**config.mk**
```make
export PLATFORM = sky130hd
export DESIGN_NAME = parallax_scroller
export DESIGN_NICKNAME = d
export VERILOG_FILES = /design/src/rtl/parallax_pkg.sv /design/src/rtl/parallax_scroller_scroll_layer.sv /design/src/rtl/parallax_scroller.sv
export SDC_FILE = /design/constraint.sdc
export NUM_CORES = 1
export LEC_CHECK = 0
export ABC_AREA = 1
export ABC_CLOCK_PERIOD_IN_PS = 3300
export CORE_MARGIN = 2
export CORE_UTILIZATION = 50
export DETAILED_ROUTE_END_ITERATION = 8
export HOLD_SLACK_MARGIN = 0.02
export PLACE_DENSITY = 0.75
export SETUP_SLACK_MARGIN = 0.02
export SLEW_MARGIN = 25
export SYNTH_ARGS = -nofsm -noshare
export SYNTH_HDL_FRONTEND = slang
export SYNTH_SLANG_ARGS = --single-unit
```
**constraint.sdc**
```tcl
create_clock -name clk -period 3.3 [get_ports clk]
set_clock_uncertainty 0.2 [all_clocks]
set_input_delay 0.495 -clock clk [delete_from_list [all_inputs] [get_ports clk]]
set_output_delay 0.495 -clock clk [all_outputs]
set_load 0.01 [all_outputs]
```
**src/rtl/parallax_pkg.sv**
```systemverilog
// Shared types and helpers for the parallax scroller.
// Latency: n/a (declarations only).
// Backpressure: n/a.
//   scroll_state_t : RUN / FROZEN scroller state
//   DEFAULT_WRAP   : default offset modulus (sprite period in pixels)
//   wrap_add()     : modular add that never yields a value >= wrap
package parallax_pkg;

  typedef enum logic {RUN, FROZEN} scroll_state_t;

  localparam int DEFAULT_WRAP = 640;

  // Add step to offset and fold back into [0, wrap). Callers keep
  // offset < wrap and step <= 2, so a single subtraction is enough.
  function automatic int wrap_add(input int offset, input int step, input int wrap);
    int sum;
    sum = offset + step;
    return (sum >= wrap) ? (sum - wrap) : sum;
  endfunction

endpackage

```
**src/rtl/parallax_scroller_scroll_layer.sv**
```systemverilog
// One scroll layer: move prescaler, wrapped offset register, wrap pulse.
// Latency: a tick sampled at edge k updates offset/wrap after edge k.
// Backpressure: none; tick_en is a qualified move, clr/pre_clr override it.
//   clk, reset : clock, synchronous active-high reset
//   tick_en    : qualified move pulse (RUN, no restart/collision)
//   clr        : zero offset, prescaler and wrap pulse
//   pre_clr    : zero only the prescaler (used when leaving FROZEN)
//   step2      : step by 2 instead of 1
//   div        : move pulses per step; 0 keeps the layer stationary
//   offset     : current offset, always 0..WRAP-1
//   wrap       : one-cycle pulse on a wrapping step
module scroll_layer
  import parallax_pkg::*;
#(
  parameter int OFFSET_W = 12,
  parameter int WRAP     = DEFAULT_WRAP,
  parameter int DIV_W    = 4
) (
  input  logic                clk,
  input  logic                reset,
  input  logic                tick_en,
  input  logic                clr,
  input  logic                pre_clr,
  input  logic                step2,
  input  logic [DIV_W-1:0]    div,
  output logic [OFFSET_W-1:0] offset,
  output logic                wrap
);

  logic [DIV_W-1:0]    presc;
  logic [DIV_W:0]      presc_inc;
  logic [OFFSET_W:0]   sum_wide;
  logic                wrap_hit;
  logic [OFFSET_W-1:0] offset_next;
  logic                step_due;

  // Carry bit kept so a full prescaler still compares correctly.
  assign presc_inc = {1'b0, presc} + {{DIV_W{1'b0}}, 1'b1};

  // '>=' rather than '==' so that lowering div below the running count
  // makes the very next move step the layer.
  assign step_due = (div != '0) && (presc_inc >= {1'b0, div});

  // One bit wider than the offset so offset+2 near the top cannot alias.
  assign sum_wide    = {1'b0, offset} + {{(OFFSET_W-1){1'b0}}, step2, ~step2};
  assign wrap_hit    = (sum_wide >= (OFFSET_W+1)'(WRAP));
  assign offset_next = OFFSET_W'(wrap_add(32'(offset), step2 ? 2 : 1, WRAP));

  always_ff @(posedge clk) begin
    if (reset || clr) begin
      presc  <= '0;
      offset <= '0;
      wrap   <= 1'b0;
    end else begin
      wrap <= 1'b0;
      if (pre_clr) begin
        presc <= '0;
      end else if (tick_en) begin
        if (div == '0) begin
          presc <= '0;
        end else if (step_due) begin
          presc  <= '0;
          offset <= offset_next;
          wrap   <= wrap_hit;
        end else begin
          presc <= presc_inc[DIV_W-1:0];
        end
      end
    end
  end

endmodule

```
**src/rtl/parallax_scroller.sv**
```systemverilog
// Multi-layer scroll-offset generator: RUN/FROZEN control plus NUM_LAYERS layers.
// Latency: a move sampled at edge k shows on layer_offset/layer_wrap after edge k.
// Backpressure: none; collision freezes all layers, resume/restart release them.
//   clk, reset   : clock, synchronous active-high reset
//   move         : single-cycle game tick
//   collision    : freezes scrolling (level or pulse)
//   resume       : leaves FROZEN when collision is low
//   restart      : zero all offsets and return to RUN
//   boost        : step of 2 instead of 1
//   layer_div    : per-layer divisor, layer i at [i*DIV_W +: DIV_W]
//   layer_offset : per-layer offset, layer i at [i*OFFSET_W +: OFFSET_W]
//   layer_wrap   : per-layer one-cycle wrap pulse
//   frozen       : high while in FROZEN
// WRAP must stay below 2**OFFSET_W - 2 so offset+2 fits the widened sum.
module parallax_scroller
  import parallax_pkg::*;
#(
  parameter int NUM_LAYERS = 3,
  parameter int OFFSET_W   = 12,
  parameter int WRAP       = DEFAULT_WRAP,
  parameter int DIV_W      = 4
) (
  input  logic                           clk,
  input  logic                           reset,
  input  logic                           move,
  input  logic                           collision,
  input  logic                           resume,
  input  logic                           restart,
  input  logic                           boost,
  input  logic [NUM_LAYERS*DIV_W-1:0]    layer_div,
  output logic [NUM_LAYERS*OFFSET_W-1:0] layer_offset,
  output logic [NUM_LAYERS-1:0]          layer_wrap,
  output logic                           frozen
);

  scroll_state_t state;
  scroll_state_t state_next;
  logic          tick_en;
  logic          pre_clr;

  // Priority: restart > collision > resume > move (reset handled in the flops).
  always_comb begin
    state_next = state;
    tick_en    = 1'b0;
    pre_clr    = 1'b0;
    if (restart) begin
      state_next = RUN;
    end else if (collision) begin
      state_next = FROZEN;
    end else if (state == FROZEN) begin
      // A move arriving with resume is dropped; counting restarts from zero.
      if (resume) begin
        state_next = RUN;
        pre_clr    = 1'b1;
      end
    end else begin
      tick_en = move;
    end
  end

  // frozen is registered together with the state so it always equals
  // (state == FROZEN) without an extra cycle of lag.
  always_ff @(posedge clk) begin
    if (reset) begin
      state  <= RUN;
      frozen <= 1'b0;
    end else begin
      state  <= state_next;
      frozen <= (state_next == FROZEN);
    end
  end

  for (genvar i = 0; i < NUM_LAYERS; i++) begin : g_layer
    scroll_layer #(
      .OFFSET_W (OFFSET_W),
      .WRAP     (WRAP),
      .DIV_W    (DIV_W)
    ) u_layer (
      .clk     (clk),
      .reset   (reset),
      .tick_en (tick_en),
      .clr     (restart),
      .pre_clr (pre_clr),
      .step2   (boost),
      .div     (layer_div[i*DIV_W +: DIV_W]),
      .offset  (layer_offset[i*OFFSET_W +: OFFSET_W]),
      .wrap    (layer_wrap[i])
    );
  end

endmodule

```
==> Yosys cells after proc, flatten, opt, wreduce, memory -nomap -nowiden <==
Cells that the tools add are included.
{ "word_totals": {"register_bits": 52, "input_bits": 19, "output_inout_bits": 40, "wordCells": 78} }
{ "classes": {"addsub": 12, "magnitude_cmp": 9, "muxes": 20, "bitwise_logic": 9, "reduce_logical": 18} }
{ "ops": {"columns": ["op", "count"], "rows": [
  ["adder 12 x 2 -> 13 bit", 6],
  ["greater-or-equal comparator 13 x 10 -> 1 bit, second input constant", 5],
  ["two-way mux 12 bit", 3],
  ["subtractor 12 x 11 -> 12 bit, second input constant", 3],
  ["greater-or-equal comparator 32 x 11 -> 1 bit, second input constant", 1],
  ["two-way mux 4 bit", 6],
  ["adder 4 x 1 -> 5 bit, second input constant", 3],
  ["greater-or-equal comparator 5 x 4 -> 1 bit", 3],
  ["OR reduction 5 bit", 3],
  ["zero test 4 bit", 3],
  ["AND reduction 4 bit", 3],
  ["nonzero test 4 bit", 3],
  ["two-way mux 1 bit", 10],
  ["inverter 1 bit", 9],
  ["OR reduction 2 bit", 2],
  ["logical AND 1 bit", 3],
  ["two-way mux 2 bit", 1],
  ["logical OR 1 bit", 1]
]} }

==> Longest topological paths before layout <==
{ "logic_depth": {"depth_word": 6, "ltp_mapped": 20} }

==> Cells and area by module <==
From an unflattened synthesis, not the netlist that was laid out.
{ "unflattened": {"hier_cells": 615, "area_unflattened_um2": 4030.1} }
{ "modules_own_cells": {"columns": ["mod", "n_inst", "cells_per_inst", "area_each_um2", "seq_area_each_um2"], "rows": [
  ["scroll_layer at g_layer[0].u_layer ...", 2, 201, 1320.0, 340.3],
  ["scroll_layer at g_layer[2].u_layer", 1, 201, 1316.3, 340.3],
  ["parallax_scroller", 1, 12, 73.8, 20.0]
]} }

==> Worst setup path after synthesis <==
OpenSTA, ideal clock, no wires.
{ "synth_path": {"path_type": "input port to flip-flop", "from": "in boost", "to": "reg g_layer[2].u_layer.offset[9]", "setup_time_ps": 109, "arrival_ps": 2490, "slack_ps": 501, "path_stages": 19, "path_cell_list": "inv_1 -> ha_1 -> inv_1 -> fa_1 -> inv_1 -> nand3_1 -> inv_2 -> nand3_1 -> nand2_1 -> ha_1 -> inv_1 -> nand2_2 -> nand3_4 -> nor2_8 -> nand2_4 -> nand2_1 -> nand3_1 -> nand2_1 -> inv_1"} }
{ "synth_via": {"elab_chain_len": 4} }
{ "synth_lines": {"columns": ["item", "line", "text"], "rows": [
  ["from (decl)", "parallax_scroller.sv:29", "input logic boost,"],
  ["two-way mux 2 bit *", "parallax_scroller_scroll_layer.sv:47", "assign offset_next = OFFSET_W'(wrap_add(32'(offset), step2 ? 2 : 1, WRAP));"],
  ["adder 12 x 2 -> 13 bit *", "parallax_pkg.sv:17", "sum = offset + step;"],
  ["subtractor 12 x 11 -> 12 bit or greater-or-equal comparator 13 x 10 -> 1 bit (tied branches)", "parallax_pkg.sv:18", "return (sum >= wrap) ? (sum - wrap) : sum;"],
  ["two-way mux 12 bit *", "parallax_pkg.sv:18", null],
  ["to (signal assigned)", "parallax_scroller_scroll_layer.sv:63", "offset <= offset_next;"],
  ["to (decl)", "parallax_scroller_scroll_layer.sv:26", "output logic [OFFSET_W-1:0] offset,"]
]} }
Mark *: on every way between the ends. The rest lies on a longest branch, timed or not.
A chain may end at the register's enable or synchronous reset.

==> Worst setup path after layout <==
{ "layout_path": {"from": "in boost", "to": "reg g_layer[2].u_layer.offset[8]"} }
The elaborated chain is that of the path after synthesis.

==> impl_metrics.env <==
export IMPL_outcome="completed"
export IMPL_worst_pin_slew_ps=625
export IMPL_dr_pass1_iters=5
export IMPL_synth_commonest_cells="nand2_1, inv_1, nand3_1"
export IMPL_arrival_ps=2990
export IMPL_setup_viol=0
export IMPL_r2r_cells=18
export IMPL_holdCritPathClass="flop to flop"
export IMPL_drive_gt1_share_pct=11.6
export IMPL_cp_start_kind="input pin"
export IMPL_grt_pass1_wl_um=16300
export IMPL_dp_hpwl_um=7260
export IMPL_clk_pin_slew_ps=100
export IMPL_final_max_slew_violation_count=0
export IMPL_hold_depth=2
export IMPL_fin_crit_sh_pct=90.1
export IMPL_clock_sinks=52
export IMPL_p_per_area_nw_per_um2=253
export IMPL_fp_dieW_um=92.6
export IMPL_min_period_ps=2970
export IMPL_yosysWarnings=0
export IMPL_critical_path_max_fanout=5
export IMPL_async_flop_share_pct=0
export IMPL_synth_seq_cells=52
export IMPL_cp_slowest_cell="clkdlybuf4s50_1"
export IMPL_p_leak_nw=2.13
export IMPL_cts_root_buf="clkbuf_8"
export IMPL_synth_enable_flop_cells=0
export IMPL_setup_slack_ps=326
export IMPL_first_iter_violations=127
export IMPL_hold_viol=0
export IMPL_num_rows=32
export IMPL_grt_ovfl_total=0
export IMPL_path_common_cell="inv_1"
export IMPL_cts_tree="built"
export IMPL_clockBufferDepth=2
export IMPL_design_core_area_um2=7690
export IMPL_syn_nets=634
export IMPL_io_buffers=58
export IMPL_yosysMostFrequentCell="nand2_1"
export IMPL_ys_seq_area_share_pct=26.5
export IMPL_path_class="input pin to flop"
export IMPL_fin_area_um2=4840
export IMPL_wirelength_um=9390
export IMPL_num_antenna_cells=0
export IMPL_start_util_pct=51.1
export IMPL_synth_area_um2=3930
export IMPL_avgSynthCellArea_um2=6.68
export IMPL_die_h_um=92.6
export IMPL_ys_types=40
export IMPL_maxCapViolCount=0
export IMPL_nets=709
export IMPL_antenna_found_initial=0
export IMPL_max_stage_delay_ps=460
export IMPL_io_pins=59
export IMPL_cts_buffers=5
export IMPL_routedWlPerCell_um=12.3
export IMPL_placed_cell_area_um2=4710
export IMPL_slew_headroom_pct=58.3
export IMPL_h_tree_depth=2
export IMPL_gp_congestion=0.856
export IMPL_synth_area_leaders="dfxtp_1, nand2_1, inv_1"
export IMPL_post_place_ws_ps=-35.5
export IMPL_syn_inst=588
export IMPL_ant_nets=0
export IMPL_synth_top_area_share_pct=26.5
export IMPL_path_cells="clkdlybuf4s50_1, inv_2, ha_1, inv_1, fa_1, inv_1, nand3_1, inv_2, nand3_1, nand2_1, ha_1, inv_1, nand2_2, nand3_4, nor2_8, nand2_4, nand2_1, nand3_1, nand2_1, inv_1"
export IMPL_synth_main_ff_cell="dfxtp_1"
export IMPL_clock_fmax_ghz=0.336
export IMPL_area_delta_synth_final_pct=23.1
export IMPL_grt_pass1_vias=3797
export IMPL_viasPerCell=5.15
export IMPL_dr_total_vias=3946
export IMPL_clk_latency_ps=310
export IMPL_required_ps=3320
export IMPL_remaining_drc_errors=0
export IMPL_grt_max_degree=24
export IMPL_rsz0062_at_grt="false"
export IMPL_critPathCaptureType="flop"
export IMPL_synth_top_area_cell="dfxtp_1"
export IMPL_vdd_ir_drop_max_uv=164
export IMPL_grt_usage_pct=22.7
export IMPL_die_area_um2=8580
## worst paths after layout
path                                                           startpoint                                         to  slack [ps]
worst min register to register   g_layer[1].u_layer.presc[1]$_SDFFE_PP0P_   g_layer[1].u_layer.presc[1]$_SDFFE_PP0P_         300
worst max-delay path                                                boost  g_layer[2].u_layer.offset[8]$_SDFFE_PP0P_         330
worst min-delay path             g_layer[1].u_layer.presc[1]$_SDFFE_PP0P_   g_layer[1].u_layer.presc[1]$_SDFFE_PP0P_         300
worst max register to register  g_layer[2].u_layer.offset[0]$_SDFFE_PP0P_  g_layer[2].u_layer.offset[8]$_SDFFE_PP0P_         670
## cell type report
class / instances / area, um^2
clock buffers: 6 / 82.6
inverters: 91 / 342
fillers: 683 / 2850
flip-flops and latches: 52 / 1040
well taps: 102 / 128
repair buffers: 81 / 753
multi-input cells: 432 / 2450
clock inverters: 2 / 38.8
## state kept, by name (all words and copies together), names as in the netlist
| register | count |
|---|---|
| g_layer.u_layer.offset | 36 |
| g_layer.u_layer.presc | 12 |
| g_layer.u_layer.wrap | 3 |
| state | 1 |
## report_power, final
group	total, mW	switching (mW)	leakage, nW	internal, mW
clock network	0.478	0.230	0.0614	0.249
logic	0.110	0.0588	1.65	0.0508
registers	0.635	0.00469	0.419	0.631
total	1.22	0.293	2.13	0.930
## metal layers
metal / vias up / wire (um) / track usage, %
li1: 2060 / - / -
met1: 1796 / 4250 / 28.6
met2: 74 / 4630 / 41.2
met3: 16 / 335 / 2.93
met4: 0 / 169 / 5.39
met5: - / 0 / 0
## placed cells by master, fill, tap and decap left out, types with 4 or more instances in the layout
cell               n
inv_1             84
nand4_1           14
o21ai_0           28
xor2_1            10
nand2_2           16
buf_4             23
a21oi_1           44
nor3_1             7
dfxtp_1           52
clkdlybuf4s50_1   58
nor2_1            45
nor2_2             4
ha_1              24
nand3_2            4
o21bai_1           4
inv_2              6
nand2_1          137
xnor2_1            8
nor2_4             6
nand3_1           54
clkbuf_8           6
## critical path, delay by kind of cell
kind | cells | cell delay (ps)
adder cells (fa/ha/maj) | 3 | 710
buffers and inverters | 7 | 890
AND/OR/NAND/NOR | 10 | 890
## timing repair
item / CTS / global route
hold endpoints to repair: 0 / 0
gates resized for setup: 0 / 2
hold buffers: 0 / 0
endpoints found under the setup margin: 0 / 3
setup buffers: 0 / 0
## cell families after synthesis
family                   synth area share (%)
AO/OA/AOI/OAI                            12.0
buffers and inverters                    11.3
flip-flops                               26.5
AND/OR/NAND/NOR                          36.4
adder cells (fa/ha/maj)                  9.18
XOR/XNOR                                 4.65
## metrics by stage
step	utilization (%)	power, mW	hold WS, ps	std cells	setup TNS (ps)
after global placement	61.2	0.756	270	758	0
final	62.9	1.22	297	766	0
after CTS	62.8	1.23	296	766	0
after global routing	62.9	1.27	321	766	0
after floorplan	-	0.707	263	588	0
after detailed placement	61.2	0.759	281	758	-68.6
(Power assumes the default switching activity.)
